<file path="config.mk">
export PLATFORM = sky130hd
export DESIGN_NAME = vx_vec_commit_gather
export DESIGN_NICKNAME = d
export VERILOG_FILES = /design/src/rtl/vx_vec_commit_gather.sv
export SDC_FILE = /design/constraint.sdc
export NUM_CORES = 1
export LEC_CHECK = 0
export ABC_AREA = 1
export BUFFER_PORTS_ARGS = -buffer_cell sky130_fd_sc_hd__buf_2
export CORE_AREA = 2 2 407 409
export CTS_BUF_LIST = sky130_fd_sc_hd__clkbuf_4 sky130_fd_sc_hd__clkbuf_8 sky130_fd_sc_hd__clkbuf_16
export CTS_CLUSTER_DIAMETER = 150
export DETAILED_ROUTE_END_ITERATION = 16
export DIE_AREA = 0 0 409 411
export RECOVER_POWER = 50
export SLEW_MARGIN = 10
export SYNTH_ARGS = -nofsm -noshare
export SYNTH_HDL_FRONTEND = slang
export SYNTH_SLANG_ARGS = --single-unit
</file>
<file path="constraint.sdc">
create_clock -name clk -period 2.6 [get_ports clk]
set_input_delay 0.65 -clock clk [delete_from_list [all_inputs] [get_ports clk]]
set_output_delay 0.65 -clock clk [all_outputs]
set_load 0.05 [all_outputs]
</file>
<file path="src/rtl/vx_vec_commit_gather.sv">
// Splits commit beats into a registered scalar path (latency 1) and a vector gather path that assembles chunk beats into one writeback (last beat -> vec_valid next cycle).
// Backpressure: scalar beats stall only on a full scalar register; vector beats stall only while an assembled op waits for vec_ready.

`ifndef NUM_THREADS
`define NUM_THREADS 4
`endif
`ifndef XLEN
`define XLEN 32
`endif
`ifndef UUID_WIDTH
`define UUID_WIDTH 44
`endif
`ifndef NW_WIDTH
`define NW_WIDTH 2
`endif
`ifndef NR_BITS
`define NR_BITS 5
`endif
`ifndef LOG2UP
`define LOG2UP(x) (((x) > 1) ? $clog2(x) : 1)
`endif

module vx_vec_commit_gather #(
  parameter int NUM_LANES  = `NUM_THREADS,
  parameter int NUM_CHUNKS = 4,
  parameter int PID_WIDTH  = `LOG2UP(`NUM_THREADS / NUM_LANES),
  localparam int CHUNK_BITS = `LOG2UP(NUM_CHUNKS),
  localparam int LANE_BITS  = NUM_LANES * `XLEN,
  localparam int DATA_W     = `UUID_WIDTH + `NW_WIDTH + NUM_LANES + `XLEN + 1 + `NR_BITS
                              + LANE_BITS + PID_WIDTH + 3 + `NR_BITS + CHUNK_BITS + 1
) (
  input  logic                              clk,
  input  logic                              reset,
  input  logic                              in_valid,
  input  logic [DATA_W-1:0]                 in_data,
  output logic                              in_ready,
  output logic                              sc_valid,
  output logic [DATA_W-1:0]                 sc_data,
  input  logic                              sc_ready,
  output logic                              vec_valid,
  output logic [`UUID_WIDTH-1:0]            vec_uuid,
  output logic [`NW_WIDTH-1:0]              vec_wid,
  output logic [`NR_BITS-1:0]               vec_vd,
  output logic [NUM_CHUNKS*LANE_BITS-1:0]   vec_data,
  output logic [NUM_CHUNKS*NUM_LANES-1:0]   vec_tmask,
  output logic [NUM_CHUNKS-1:0]             vec_chunk_mask,
  input  logic                              vec_ready,
  output logic                              err
);

  typedef struct packed {
    logic [`UUID_WIDTH-1:0] uuid;
    logic [`NW_WIDTH-1:0]   wid;
    logic [NUM_LANES-1:0]   tmask;
    logic [`XLEN-1:0]       pc;
    logic                   wb;
    logic [`NR_BITS-1:0]    rd;
    logic [LANE_BITS-1:0]   data;
    logic [PID_WIDTH-1:0]   pid;
    logic                   sop;
    logic                   eop;
    logic                   is_vec;
    logic [`NR_BITS-1:0]    vd;
    logic [CHUNK_BITS-1:0]  vd_lane_id;
    logic                   vd_is_last;
  } beat_t;

  typedef enum logic [1:0] {IDLE, ACCUM, EMIT} state_t;

  beat_t  in_beat;
  state_t state_q, state_d;

  logic                   sc_vld_q;
  logic [DATA_W-1:0]      sc_dat_q;
  logic                   scalar_rdy;
  logic                   sc_fire;
  logic                   vec_fire;

  logic [NUM_CHUNKS-1:0]  lane_onehot;
  logic                   lane_ok;
  logic                   id_match;
  logic                   dup_chunk;

  logic                   buf_wr;
  logic                   buf_clr;
  logic                   id_ld;
  logic                   err_d;
  logic                   err_q;

  logic [`UUID_WIDTH-1:0] uuid_q;
  logic [`NW_WIDTH-1:0]   wid_q;
  logic [`NR_BITS-1:0]    vd_q;
  logic [NUM_CHUNKS-1:0]  chunk_mask_q;
  logic [LANE_BITS-1:0]   data_buf  [NUM_CHUNKS];
  logic [NUM_LANES-1:0]   tmask_buf [NUM_CHUNKS];

  logic unused_fields;

  assign in_beat = beat_t'(in_data);
  assign unused_fields = ^{in_beat.pc, in_beat.wb, in_beat.rd, in_beat.pid,
                           in_beat.sop, in_beat.eop};

  // Holding reset low also holds in_ready low so nothing is accepted during reset.
  assign scalar_rdy = !sc_vld_q || sc_ready;
  assign in_ready   = reset && (in_beat.is_vec ? (state_q != EMIT) : scalar_rdy);
  assign sc_fire    = in_valid && in_ready && !in_beat.is_vec;
  assign vec_fire   = in_valid && in_ready && in_beat.is_vec;

  // An out-of-range lane id (non power-of-2 chunk count) decodes to no chunk at all.
  always_comb begin
    lane_onehot = '0;
    for (int k = 0; k < NUM_CHUNKS; k++) begin
      lane_onehot[k] = (in_beat.vd_lane_id == CHUNK_BITS'(k));
    end
  end

  assign lane_ok   = |lane_onehot;
  assign id_match  = (in_beat.wid == wid_q) && (in_beat.vd == vd_q);
  assign dup_chunk = |(lane_onehot & chunk_mask_q);

  always_ff @(posedge clk or negedge reset) begin
    if (!reset) begin
      state_q <= IDLE;
    end else begin
      state_q <= state_d;
    end
  end

  always_comb begin
    state_d = state_q;
    buf_wr  = 1'b0;
    buf_clr = 1'b0;
    id_ld   = 1'b0;
    err_d   = 1'b0;
    case (state_q)
      IDLE: begin
        if (vec_fire) begin
          if (!lane_ok) begin
            err_d = 1'b1;
          end else begin
            id_ld   = 1'b1;
            buf_wr  = 1'b1;
            state_d = in_beat.vd_is_last ? EMIT : ACCUM;
          end
        end
      end
      ACCUM: begin
        if (vec_fire) begin
          if (!lane_ok || !id_match) begin
            err_d = 1'b1;
          end else begin
            buf_wr = 1'b1;
            err_d  = dup_chunk;
            if (in_beat.vd_is_last) begin
              state_d = EMIT;
            end
          end
        end
      end
      EMIT: begin
        if (vec_ready) begin
          buf_clr = 1'b1;
          state_d = IDLE;
        end
      end
      default: state_d = IDLE;
    endcase
  end

  always_ff @(posedge clk or negedge reset) begin
    if (!reset) begin
      sc_vld_q <= 1'b0;
      sc_dat_q <= '0;
    end else if (sc_fire) begin
      sc_vld_q <= 1'b1;
      sc_dat_q <= in_data;
    end else if (sc_ready) begin
      sc_vld_q <= 1'b0;
    end
  end

  // Clearing the buffer on hand-off guarantees chunks missing from the next op read as zero.
  always_ff @(posedge clk or negedge reset) begin
    if (!reset) begin
      err_q        <= 1'b0;
      uuid_q       <= '0;
      wid_q        <= '0;
      vd_q         <= '0;
      chunk_mask_q <= '0;
      for (int k = 0; k < NUM_CHUNKS; k++) begin
        data_buf[k]  <= '0;
        tmask_buf[k] <= '0;
      end
    end else begin
      err_q <= err_d;
      if (id_ld) begin
        uuid_q <= in_beat.uuid;
        wid_q  <= in_beat.wid;
        vd_q   <= in_beat.vd;
      end
      if (buf_clr) begin
        chunk_mask_q <= '0;
        for (int k = 0; k < NUM_CHUNKS; k++) begin
          data_buf[k]  <= '0;
          tmask_buf[k] <= '0;
        end
      end else if (buf_wr) begin
        for (int k = 0; k < NUM_CHUNKS; k++) begin
          if (lane_onehot[k]) begin
            data_buf[k]     <= in_beat.data;
            tmask_buf[k]    <= in_beat.tmask;
            chunk_mask_q[k] <= 1'b1;
          end
        end
      end
    end
  end

  for (genvar k = 0; k < NUM_CHUNKS; k++) begin : g_pack
    assign vec_data[k*LANE_BITS +: LANE_BITS]  = data_buf[k];
    assign vec_tmask[k*NUM_LANES +: NUM_LANES] = tmask_buf[k];
  end

  assign sc_valid       = sc_vld_q;
  assign sc_data        = sc_dat_q;
  assign vec_valid      = (state_q == EMIT);
  assign vec_uuid       = uuid_q;
  assign vec_wid        = wid_q;
  assign vec_vd         = vd_q;
  assign vec_chunk_mask = chunk_mask_q;
  assign err            = err_q;

endmodule

</file>
# Word level (Yosys, flattened, before mapping)
# Index checks and enable logic that the tools add are counted.
# op_classes
n_eq_ne,14
muxes,42
bitwise_logic,1
reduce_logical,26
# op_table
operator,n
512-bit two-way mux,2
128-bit two-way mux,4
16-bit two-way mux,2
4-bit two-way mux,6
1-bit two-way mux,18
2-bit two-way mux,7
"2-bit inequality test, second input constant",6
2-bit nonzero test,6
2-bit AND reduction,4
4-bit OR reduction,2
"2-bit equality test, second input constant",3
2-bit one-hot mux with 3 select lines,1
6-bit AND reduction,1
5-bit equality test,1
1-bit logical AND,5
4-bit bitwise AND,1
"2-bit by 1-bit equality test with 1-bit output, second input constant",2
1-bit logical NOT,4
2-bit logical NOT,2
1-bit one-hot mux with 2 select lines,2
2-bit equality test,1
1-bit logical OR,2
"2-bit by 1-bit inequality test with 1-bit output, second input constant",1
# totals
ff_bits,815
output_inout_bits,815
elab_cells,102

# Logic depth before layout (Yosys ltp)
# Gate-level depths: netlist (run 1).
# depth
word_depth,10
mapped_depth,12

# Least setup slack after synthesis (run 1)
# OpenSTA, ideal clock, no wires.
# synth_path
path_kind,input-to-reg
from,input port in_data[8]
to,register sc_dat_q[100] (netlist: sc_data[100])
arrival_time_ns,2.140
required_time_ns,2.482
setup_slack_ns,0.343
stages,9
n_path_buf,3
cell_sequence,inv_1 > o21ai_1 > a21oi_2 > nand3_1 > buf_4 > buf_4 > buf_4 > nand2_1 > nand2_1
# synth_between
elab_chain_len,4
elab_cells_between_ends,5
# synth_rtl
element,line_no,source
start: declaration,35,"input logic [DATA_W-1:0] in_data,"
1-bit two-way mux,105,assign in_ready = reset && (in_beat.is_vec ? (state_q != EMIT) : scalar_rdy);
1-bit logical AND,105,
via in_ready,36,"output logic in_ready,"
1-bit logical AND (2 in series),106,assign sc_fire = in_valid && in_ready && !in_beat.is_vec;
end signal: assignment,176,sc_dat_q <= in_data;
end: declaration,74,logic [DATA_W-1:0] sc_dat_q;
# The timed path passes the listed nets, and every way through them passes these cells.
# A chain may end at the register's enable or synchronous reset.

# Final worst setup path (run 1)
# layout_path
from,input port reset
to,output port in_ready
# layout_between
elab_chain_len,1
# layout_rtl
element,line_no,source
start: declaration,33,"input logic reset,"
1-bit logical AND,105,
end: declaration,36,
# No other way between the ends.

==> metrics.txt, run 1 <==
Mapped Area=34800 um^2; pin count of the biggest net entering global routing=153; initial cell density of the core=21.2%; HPWL after DPL=116000 um; DR vias=33300; CP arrival=1.85 ns; most frequent cells in the layout=1317 x nand2_1, 815 x dfrtp_1, 779 x buf_2; port bufs=1047; crit path kind=primary input to output pin; Max-Cap Viols=0; Net Count, Synth=4137; clock sinks=815; final setup margin=0.104 ns; commonest non-fill, non-tap cell in the layout=nand2_1; Worst-path clk slew=0.06 ns; Clock Latency Late Sink=0.71 ns; Die Area=168000 um^2; vias in the first global route=32200; first-pass GRT wire length=227000 um; leakage power=0.0254 uW; pre-CTS setup slack=0.134 ns; placed inst area=42900 um^2; Residual DRC=0; Setup Skew=0.0433 ns; ANT nets after route=0; Worst-Margin Slew=1.46 ns; Slew Limit Fails=0; All-Layer GR Usage=18.0%; maximum VDD drop=1000 uV; Data required, critical path=1.95 ns; antenna violations before repair=4; EDFF count, synth=0; DRT iter0 DRCs=3442; Area Overhead vs Synth=31.5%; Unique masters post-synth=25; fin crit share=96.0%; Synth Flop Type=dfrtp_1; Critical Path Fanout Max=4; # setup viols final=0; CTS Root Cell=clkbuf_16; worst hold path cell count=3; Critical Path Sink Type=output pin; unrepaired setup endpoints after global routing=no; DIE HEIGHT=411 um; row count=149; die width=409 um; crit path launch type=primary input; sum of negative setup slack=0 ns; worst hold path type=primary input to flip-flop; status=finished clean; Core Region=164000 um^2; worst reg-to-reg path cell count=8; Routability Congestion=0.907; nets@finish=5082; I/O pins=1048; Rel. slew slack=2.60%; final instance area=45800 um^2; per-cell routed wire length=22.0 um; sequential share of the synthesized area=58.6%; final wirelength=157000 um; Max clock buf depth=3; pwr/cell area=1560 nW/um^2; Final Hold Fails=0; Synth async-reset ratio=100%; Mapped Avg Cell Area=8.91 um^2; DR pass1 iterations=6; Vias per Instance=4.68; FMAX=401 MHz; Min Clock Period, post-route=2.50 ns; Synth Warn #=0; CTS tree=built; grt ovf=0; clock buffer count from CTS=94; H-tree depth=3; Yosys reg bits=815; Cells after Synth=3904; share of cells above drive strength 1=22.9%; Filler cells=17700
[worst max-delay path: stages]
cell and delay, ns:
dlygate4sd3_1 0.56, buf_8 0.18, o21ai_1 0.10, a21oi_2 0.15
buf_6 0.18
[what timing repair did]
action / in CTS / in global routing
pin swaps: 0 / 0
hold buffers: 1 / 0
endpoints found under the hold margin: 26 / 0
endpoints found under the setup margin: 1 / 1
buffers inserted: 0 / 1
resized for setup: 1 / 1
[sequential cells by signal (all words and copies together) (netlist names)]
| name | count |
|---|---|
| err | 1 |
| vec_tmask | 16 |
| sc_valid | 1 |
| vec_wid | 2 |
| vec_chunk_mask | 4 |
| vec_vd | 5 |
| vec_uuid | 44 |
| vec_data | 512 |
| state_q | 2 |
| sc_data | 228 |
[synthesized netlist by cell type (all sizes together) (5+ instances only)]
library cell | number | area share, %
a21oi | 5 | 0.083
buf | 278 | 4.6
clkbuf | 86 | 0.93
dfrtp | 815 | 59
inv | 210 | 2.3
nand2 | 1318 | 14
nand3 | 536 | 7.9
nand4 | 530 | 9.6
nor2 | 12 | 0.18
o21ai | 110 | 1.6
[through the flow]
step           utilization [%]  instances  total power, uW  hold slack (ns)
2_1_floorplan                -       3904            46100            0.354
3_3_place_gp              26.2       6940            57600            0.456
3_5_place_dp              26.2       6940            57900            0.459
4_1_cts                   28.2       7115            72200           0.0326
5_1_grt                   27.9       7116            74600           0.0894
6_report                  27.9       7117            71400            0.131
[layer usage]
layer	vias up	track usage, %	wire (um)
met5	-	0	0
met1	16500	23.4	65200
li1	15000	-	-
met3	218	5.54	15400
met2	1638	27.8	70500
met4	0	7.03	5790
[power by group]
group | total (uW) | internal (uW) | switching [uW]
combinational | 36100 | 6530 | 29600
clock | 14100 | 8270 | 5800
sequential | 21200 | 17900 | 3310
[kinds of logic (layout without fill, tap and decap cells)]
family          Yosys count  count (layout)  share of synthesized area [%]
simple gates           2397            2397                           31.9
other cells               0               1                              0
buf+inv                 574            1597                           7.81
compound gates          118             118                           1.73
flops                   815             815                           58.6
[final timing paths]
kind                               from            end  slack (ns)
setup / recovery                  reset       in_ready        0.10
hold / removal             in_data[163]   sc_data[163]        0.13
setup reg to reg             state_q[0]   vec_uuid[26]        0.26
hold reg to reg             sc_data[12]    sc_data[12]        0.47
max in group asynchronous         reset    sc_data[46]        0.29
min in group asynchronous         reset  vec_data[342]        0.60
[final cells by class]
type	instances	area, um^2	area share (%)
repair buffers	1213	6800	14.9
diodes	1	2.50	0.00547
inverters	210	806	1.76
multi-input cells	2515	11700	25.6
clock buffers	145	2910	6.36
flip-flops and latches	815	20400	44.6
well taps	2189	2740	5.98
clock inverters	29	394	0.861
No activity file was read; power rests on OpenSTA's default activity.
==> run 2: changes to the inputs <==
--- a/config.mk
+++ b/config.mk
@@ -7,11 +7,11 @@
 export LEC_CHECK = 0
 export ABC_AREA = 1
 export BUFFER_PORTS_ARGS = -buffer_cell sky130_fd_sc_hd__buf_2
-export CORE_AREA = 2 2 407 409
+export CORE_AREA = 2 2 404 406
 export CTS_BUF_LIST = sky130_fd_sc_hd__clkbuf_4 sky130_fd_sc_hd__clkbuf_8 sky130_fd_sc_hd__clkbuf_16
 export CTS_CLUSTER_DIAMETER = 150
 export DETAILED_ROUTE_END_ITERATION = 16
-export DIE_AREA = 0 0 409 411
+export DIE_AREA = 0 0 406 408
 export RECOVER_POWER = 50
 export SLEW_MARGIN = 10
 export SYNTH_ARGS = -nofsm -noshare
==> run 2 against run 1 <==
Compared with the run above: the run now ends with max-capacitance violations, max-slew violations left; clock power about the same; power rose by 0.12%; worst setup slack lost 0.078 ns; global-route usage up 0.49 points; sequential power about the same; clock skew shrank 0.020 ns; final area grew 0.29%; register-to-register slack worse by 0.05 ns; hold slack got worse by 0.0074 ns.
==> metrics.txt, run 2 (synthesis results as in run 1) <==
crit path kind=primary input to output pin; pin count of the biggest net entering global routing=167 (+9.2%); Max clock buf depth=3 (unchanged); footprint of the multi-input gates=11700 um^2 (-0.25%); Final Core Density=28.4% (+0.46 points); Worst-Margin Slew=1.63 ns (+0.165 ns); worst reg-to-reg path cell count=11 (+3); Critical Path Source=reset; Critical Path Fanout Max=5 (+1); Clock Latency Late Sink=0.72 ns (about the same); DR vias=33400 (+0.26%); sequential cell area=20400 um^2 (unchanged); Filler cells=17500 (-0.95%); Min Clock Period, post-route=2.57 ns (+0.0783 ns); CP cell instances=dlygate4sd3_1 -> buf_8 -> o21ai_1 -> a21oi_2 -> buf_12; Data required, critical path=1.95 ns (about the same); final wirelength=159000 um (+1.1%); fin crit share=99.0% (+3.0 points); Critical Path Sink Type=output pin; Setup Skew=0.0228 ns (-0.0204 ns); DR pass1 iterations=6 (unchanged); nets@finish=5100 (+0.35%); row count=148 (-0.67%); HPWL after DPL=117000 um (+0.99%); clock sinks=815 (unchanged); Residual DRC=0 (unchanged); grt ovf=0 (unchanged); I/O pins=1048 (unchanged); reg2reg start=vec_wid[0]; H-tree depth=3 (unchanged); Core Region=162000 um^2 (-1.3%); most frequent cells in the layout=1317 x nand2_1, 815 x dfrtp_1, 638 x buf_2; WP depth=5 (unchanged); pwr/cell area=1560 nW/um^2 (-0.17%); setup slack, reg-to-reg=0.21 ns (-0.05 ns); antenna violations before repair=10 (+6); first-pass GRT wire length=228000 um (+0.56%); leakage power=0.0250 uW (-1.5%); violated checks=max-capacitance violations, max-slew violations; CP peak stage delay=0.56 ns (about the same); RR Endpoint=vec_data[207]; Routability Congestion=0.907 (about the same); die width=406 um (-0.73%); sum of negative setup slack=0 ns (unchanged); initial cell density of the core=21.5% (+0.29 points); per-cell routed wire length=22.3 um (+1.0%); All-Layer GR Usage=18.5% (+0.49 points); clock buffer count from CTS=93 (-1.1%); Vias per Instance=4.68 (+0.18%); share of cells above drive strength 1=20.3% (-2.5 points); Rel. slew slack=-8.42% (-11 points); crit path capture=in_ready; crit path launch type=primary input; Slew Limit Fails=27 (+27); CTS tree=built; Worst path top cell family by delay=buffers and inverters; DRT iter0 DRCs=3261 (-5.3%); Area Overhead vs Synth=31.9%; Die Area=166000 um^2 (-1.5%); FMAX=388 MHz (-3.0%); vias in the first global route=32200 (-0.22%); port bufs=1047 (unchanged); Max-Cap Viols=1 (+1); CTS Root Cell=clkbuf_16; worst hold path startpoint=in_data[141]; Worst-path clk slew=0.06 ns (about the same); # setup viols final=0 (unchanged); commonest non-fill, non-tap cell in the layout=nand2_1; worst path buffer plus inverter count=3 (unchanged); ANT nets after route=0 (unchanged); maximum VDD drop=960 uV (-4.4%); worst hold path type=primary input to flip-flop; Final Hold Fails=0 (unchanged); unrepaired setup endpoints after global routing=no; DIE HEIGHT=408 um (-0.73%); slowest stage cell, crit path=dlygate4sd3_1; CP arrival=1.92 ns (+0.07 ns); status=finished with violations; number of flip-flops under the largest register name=512 (unchanged)
==> run 2: per-stage QoR <==
step,power [uW],worst slack (ns),std cells,area [um^2],hold slack [ns]
after floorplan,46100,0.343,3904,34800,0.354
after global placement,57700,0.140,6944,43200,0.457
after detailed placement,58000,0.147,6944,43200,0.459
after CTS,72600,0.0209,7118,46500,0.0339
after global routing,74700,0.0100,7123,45900,0.0840
final,71500,0.0260,7123,45900,0.124
==> run 2: power by group <==
part | switching, uW | internal [uW] | leakage [uW]
Combinational | 29600 | 6490 | 0.0126
Sequential | 3210 | 17900 | 0.0107
Clock | 5770 | 8500 | 0.00166
Total | 38600 | 32900 | 0.0250
==> run 2: layer usage <==
| layer | share of wire, % | track usage (%) | vias to the layer above |
|---|---|---|---|
| li1 | - | - | 15000 |
| met1 | 41 | 23.5 | 16600 |
| met2 | 45 | 28.5 | 1527 |
| met3 | 9.8 | 6.02 | 266 |
| met4 | 4.2 | 8.02 | 0 |
| met5 | 0 | 0 | - |
==> run 2: how the worst min path moves through the flow <==
stage / end / slack (ns) / depth (start not counted)
CTS: sc_data[141] / 0.03 / 3
global route: sc_data[171] / 0.08 / 3
finish: sc_data[141] / 0.12 / 3
detailed placement: sc_data[146] / 0.46 / 2
global placement: sc_data[88] / 0.46 / 2
floorplan: err / 0.35 / 0
==> run 2: what timing repair did <==
action	4_1_cts	5_1_grt
buffers inserted	1	1
gates resized for setup	0	0
hold endpoints to repair	34	0
endpoints found under the setup margin	1	1
hold buffers	1	0
==> run 2: worst min-delay path: cells and delay by family <==
| kind | cells | cell delay, ns |
|---|---|---|
| buffers and inverters | 1 | 0.07 |
| AND/OR/NAND/NOR | 2 | 0.08 |
==> run 2: final cells by class <==
type,instances,area share (%)
diodes,4,0.0218
repair buffers,1232,15.1
multi-input cells,2515,25.5
inverters,210,1.76
clock buffers,140,6.18
flip-flops and latches,815,44.4
clock inverters,32,1.14
well taps,2175,5.93
